$ cat src/rtl/mult_control_unit.sv
// Sequencing controller for the shift-add signed multiplier datapath.
// Optional single-step mode is enabled by defining MULT_CTRL_STEP_EN.
module mult_control_unit #(
    parameter int N_BITS = 8,
    parameter int CNT_W  = $clog2(N_BITS)
) (
    input  logic Clk,
    input  logic Reset,
    input  logic Run,
    input  logic ClearA_LoadB,
    input  logic M,
`ifdef MULT_CTRL_STEP_EN
    input  logic Step,
`endif
    output logic Clr_Ld,
    output logic ClearXA,
    output logic Add,
    output logic Sub,
    output logic Shift,
    output logic Busy,
    output logic Done
);

    typedef enum logic [2:0] {
        IDLE,
        CLRXA,
        ADD,
        SHIFT,
        HOLD
    } state_t;

    state_t           state, state_next;
    logic [CNT_W-1:0] k, k_next;
    logic             adv;
    logic             last;

`ifdef MULT_CTRL_STEP_EN
    assign adv = Step;
`else
    assign adv = 1'b1;
`endif

    assign last = (k == CNT_W'(N_BITS - 1));

    always_ff @(posedge Clk) begin
        if (Reset) begin
            state <= IDLE;
            k     <= '0;
        end else begin
            state <= state_next;
            k     <= k_next;
        end
    end

    // Outputs are forced low while Reset is high, even before state settles.
    always_comb begin
        state_next = state;
        k_next     = k;
        Clr_Ld     = 1'b0;
        ClearXA    = 1'b0;
        Add        = 1'b0;
        Sub        = 1'b0;
        Shift      = 1'b0;
        Busy       = 1'b0;
        Done       = 1'b0;
        if (!Reset) begin
            case (state)
                IDLE: begin
                    if (Run) begin
                        state_next = CLRXA;
                        k_next     = '0;
                    end else if (ClearA_LoadB) begin
                        Clr_Ld = 1'b1;
                    end
                end
                CLRXA: begin
                    Busy    = 1'b1;
                    ClearXA = adv;
                    if (adv) state_next = ADD;
                end
                ADD: begin
                    Busy = 1'b1;
                    Add  = adv & M & ~last;
                    Sub  = adv & M & last;
                    if (adv) state_next = SHIFT;
                end
                SHIFT: begin
                    Busy  = 1'b1;
                    Shift = adv;
                    // Exit is tested before incrementing so k never wraps.
                    if (adv) begin
                        if (last) begin
                            state_next = HOLD;
                        end else begin
                            k_next     = k + 1'b1;
                            state_next = ADD;
                        end
                    end
                end
                HOLD: begin
                    Done = 1'b1;
                    if (!Run) state_next = IDLE;
                end
                default: state_next = IDLE;
            endcase
        end
    end

endmodule
$ cat config.mk
export PLATFORM = sky130hd
export DESIGN_NAME = mult_control_unit
export DESIGN_NICKNAME = d
export VERILOG_FILES = /design/src/rtl/mult_control_unit.sv
export SDC_FILE = /design/constraint.sdc
export NUM_CORES = 1
export LEC_CHECK = 0
export ABC_CLOCK_PERIOD_IN_PS = 3950
export CAP_MARGIN = 30
export CORE_AREA = 3 3 40 42
export DETAILED_ROUTE_END_ITERATION = 8
export DIE_AREA = 0 0 43 45
export HOLD_SLACK_MARGIN = 0.08
export SETUP_SLACK_MARGIN = 0.3
export SYNTH_ARGS = -nofsm -noshare
export SYNTH_HDL_FRONTEND = slang
export SYNTH_SLANG_ARGS = --single-unit
export TNS_END_PERCENT = 100
$ cat constraint.sdc
create_clock -name Clk -period 3.95 [get_ports Clk]
set_input_delay 0.79 -clock Clk [delete_from_list [all_inputs] [get_ports Clk]]
set_output_delay 0.79 -clock Clk [all_outputs]
set_load 0.01 [all_outputs]
# Yosys cells after proc, flatten, opt, wreduce, memory -nomap -nowiden
# Index checks and enable logic that the tools add are counted.
# totals
regBits	6
wordCells	42
in_bits	5
out_inout_bits	7
# op_classes
n_eq_ne	8
addsub	1
n_reduce_logical	5
bitwise_logic	3
muxes	23
# op_table
cell	count
two-way mux 1 bit	16
two-way mux 3 bit	5
one-hot mux 3 bit (5 select lines)	1
equality test 3 x 2 -> 1 bit (second input constant)	2
equality test 3 bit (second input constant)	2
inequality test 2 bit (second input constant)	3
one-hot mux 3 bit (2 select lines)	1
adder 3 x 1 -> 3 bit (second input constant)	1
equality test 3 x 1 -> 1 bit (second input constant)	1
zero test 3 bit	1
AND reduction 3 bit	1
OR reduction 3 bit	1
bitwise AND 1 bit	2
AND reduction 2 bit	1
nonzero test 2 bit	1
inverter 1 bit	1

# Longest topological paths before layout
# logic_depth
depth_word	5
mapped_depth	5
ltp_nobuf	5

# Worst setup path after synthesis
# OpenSTA, ideal clock, no wires.
# synth_timing
path_kind	input-to-output
startpoint	in Reset
endpoint	out ClearXA
cell_stages	2
n_path_buf	1
required_time_ns	3.160
arrival_time_ns	1.424
path_slack_ns	1.736
path_cell_list	buf_1 -> nor4b_1
# synth_via
elab_chain_len	1
# synth_rtl
item	line	source
start: declaration	8	input logic Reset,
two-way mux 1 bit	66	if (!Reset) begin
end: declaration	16	output logic ClearXA,
# Every way passes these cells.

# Worst setup path after layout
# layout_timing
startpoint	in Reset
endpoint	out Sub
# layout_via
elab_chain_len	1
# layout_rtl
item	line	source
two-way mux 1 bit	66	
end: declaration	18	output logic Sub,
# Every way passes these cells.

==> impl_metrics.toml <==
[outcome]
status = "finished clean"

[detailed_routing]
wire_per_inst_microns = 12.1
vias = 385
postRouteAntennaNets = 0
dr_wl_met3_microns = 51
wirelength_microns = 896
top_layer = "met4"
drc = 0
firstDrtPassIters = 2
drtIter0Drc = 8
vias_per_cell = 5.20
route.met2.wl_microns = 405
wl_met1_microns = 416

[grt]
grt_remaining_overflow = 0
grt_pass1_wl_microns = 1490
gr-usage-all-layers_pct = 11.1
grt_start_max_net_pins = 16
antenna_found_initial = 0
first_global_vias = 320

[floorplanning]
die_x_microns = 43
fp.dieArea_sq_um = 1940
row_count = 13
die_y_microns = 45
top_level_ports = 12
core_area_sq_um = 1280
start_util_pct = 31.8

[synthesis]
synth.cell_area_sq_um = 409
ys_ff_latch = 6
async_flop_share_pct = 0
synth_cell_types = 23
synth_fp_nets = 57
syn_avg_cell_area_sq_um = 8.35
postSynthCellCount = 49
synth_seq_area_share_pct = 29.4
ys.warnings.count = 0
synth-edff-count = 0
synth_ff_type = "dfxtp_1"

[power_and_ir_drop]
pwr_density_cell_nw_per_um2 = 282
power_uw = 153
p_leak_uw = 0.000208
peakVddDrop_mv = 0.115

[timing]
slew_violations = 0
fin_crit_ns = 3.15
rsz0062_at_grt = "false"
worst_pin_slew_ns = 0.433
hold_violations = 0
setup_tns_ns = 0
setup_viol = 0
fmax_mhz = 317
finClkSkew_ns = 0.00244
relSlewSlack_pct = 71.0
finalCritPeriodShare_pct = 79.8

[critical_path]
r2r_cells = 5
cp-end-kind = "output pin"
critical_path_arrival_ns = 2.36
cp-start-kind = "input port"
crit_type = "in2out"
reg2reg_from = "k[0]"
timing.rr.end = "k[1]"
path_max_fanout = 13
reg2reg_slack_ns = 2.33
worstPathRequired_ns = 3.16

[clocking]
holdBufCountCts = 0
cts.sinks = 6
clock_latency_ns = 0.25
clockBufferDepth = 2
root_buffer = "clkbuf_4"
cts_tree = "built"
postCtsSetupBuffers = 0
cts-htree-levels = 1
clk_pin_slew_worst_paths_ns = 0.05
numCtsBuffers = 3
cts_resized = 0

[placed_design]
hpwlAfterDp_microns = 659
io_buffers = 11
gp_congestion = 0.705

[finish]
antenna_cells = 0
drive_above_1_share_pct = 8.47
final_util_pct = 42.2
final_nets = 69
syn_to_final_growth_pct = 32.4

[hold_path]
holdPathEnd = "k[1]"
hold_path.class = "reg2reg"
holdCritStartpoint = "k[1]"
holdPathStages = 2

[job]
maxCapViolCount = 0
[per-stage QoR]
step           cell area [sq um]  hold WS, ns  cells  worst slack (ns)
2_1_floorplan                409        0.447     49              1.74
3_3_place_gp                 519        0.463     71             0.800
3_5_place_dp                 519        0.471     71             0.781
4_1_cts                      542        0.478     74             0.785
5_1_grt                      542        0.510     74             0.691
6_report                     542        0.474     74             0.797
[worst max path at each step]
stage                     start  endpoint  slack [ns]  cells past startpoint
after global routing      Reset       Sub        0.69                      4
after CTS                 Reset       Sub        0.79                      4
after detailed placement  Reset       Sub        0.78                      4
final                     Reset       Sub        0.80                      4
after floorplan           Reset   ClearXA        1.74                      2
after global placement    Reset   ClearXA        0.80                      3
[logic make-up (layout without fill, tap and decap cells)]
kind of cell    after synthesis  count (layout)  share of synthesized area, %
compound gates                4               4                          5.81
flops                         6               6                          29.4
fa+ha+maj                     3               3                          9.18
simple gates                 31              31                          50.2
buf+inv                       5              15                          5.50
[per-layer routing]
layer  GRT usage [%]  up-vias
li1                -      208
met1            14.7      164
met2            13.2        9
met3            3.98        4
met4            10.8        0
met5               0        -
[layout by cell type (no fill, tap or decap), types with 2 or more instances in the layout]
master	instances
nand4b_1	2
nand2_1	3
nor3_1	2
clkbuf_4	3
clkdlybuf4s50_1	11
nor4b_1	2
nor2_1	6
dfxtp_1	6
nand4_1	2
nor3b_1	2
nand3_1	4
a21oi_1	3
ha_1	3
[final cells by class]
| class | count | area (sq um) |
|---|---|---|
| Fill cell | 146 | 743 |
| Timing Repair Buffer | 11 | 110 |
| Inverter | 1 | 3.75 |
| Sequential cell | 6 | 120 |
| Tap cell | 15 | 18.8 |
| Clock buffer | 3 | 22.5 |
| Multi-Input combinational cell | 38 | 267 |
[registers in the layout, indices dropped and copies added, names as in the netlist]
register and count:
state 3, k 3
[cell usage after synthesis (2+ instances only)]
library cell / instances / area (sq um)
a21oi_1: 3 / 15.0
buf_2: 3 / 15.0
dfxtp_1: 6 / 120
ha_1: 3 / 37.5
nand2_1: 3 / 11.3
nand3_1: 4 / 20.0
nand4_1: 2 / 12.5
nand4b_1: 2 / 17.5
nor2_1: 6 / 22.5
nor3_1: 2 / 10.0
nor3b_1: 2 / 15.0
nor4b_1: 2 / 17.5
[critical path: stages]
cell	delay, ns
clkdlybuf4s50_1	0.62
nand4b_1	0.30
nor2_1	0.11
clkdlybuf4s50_1	0.54
[power by group]
group	internal [uW]	switching, uW	leakage [uW]
sequential	62.7	5.88	0.0000488
clock	34.7	26.9	0.0000138
combinational	13.3	9.54	0.000145
total	111	42.4	0.000208
Note: power is estimated with default switching activity, not from simulation.
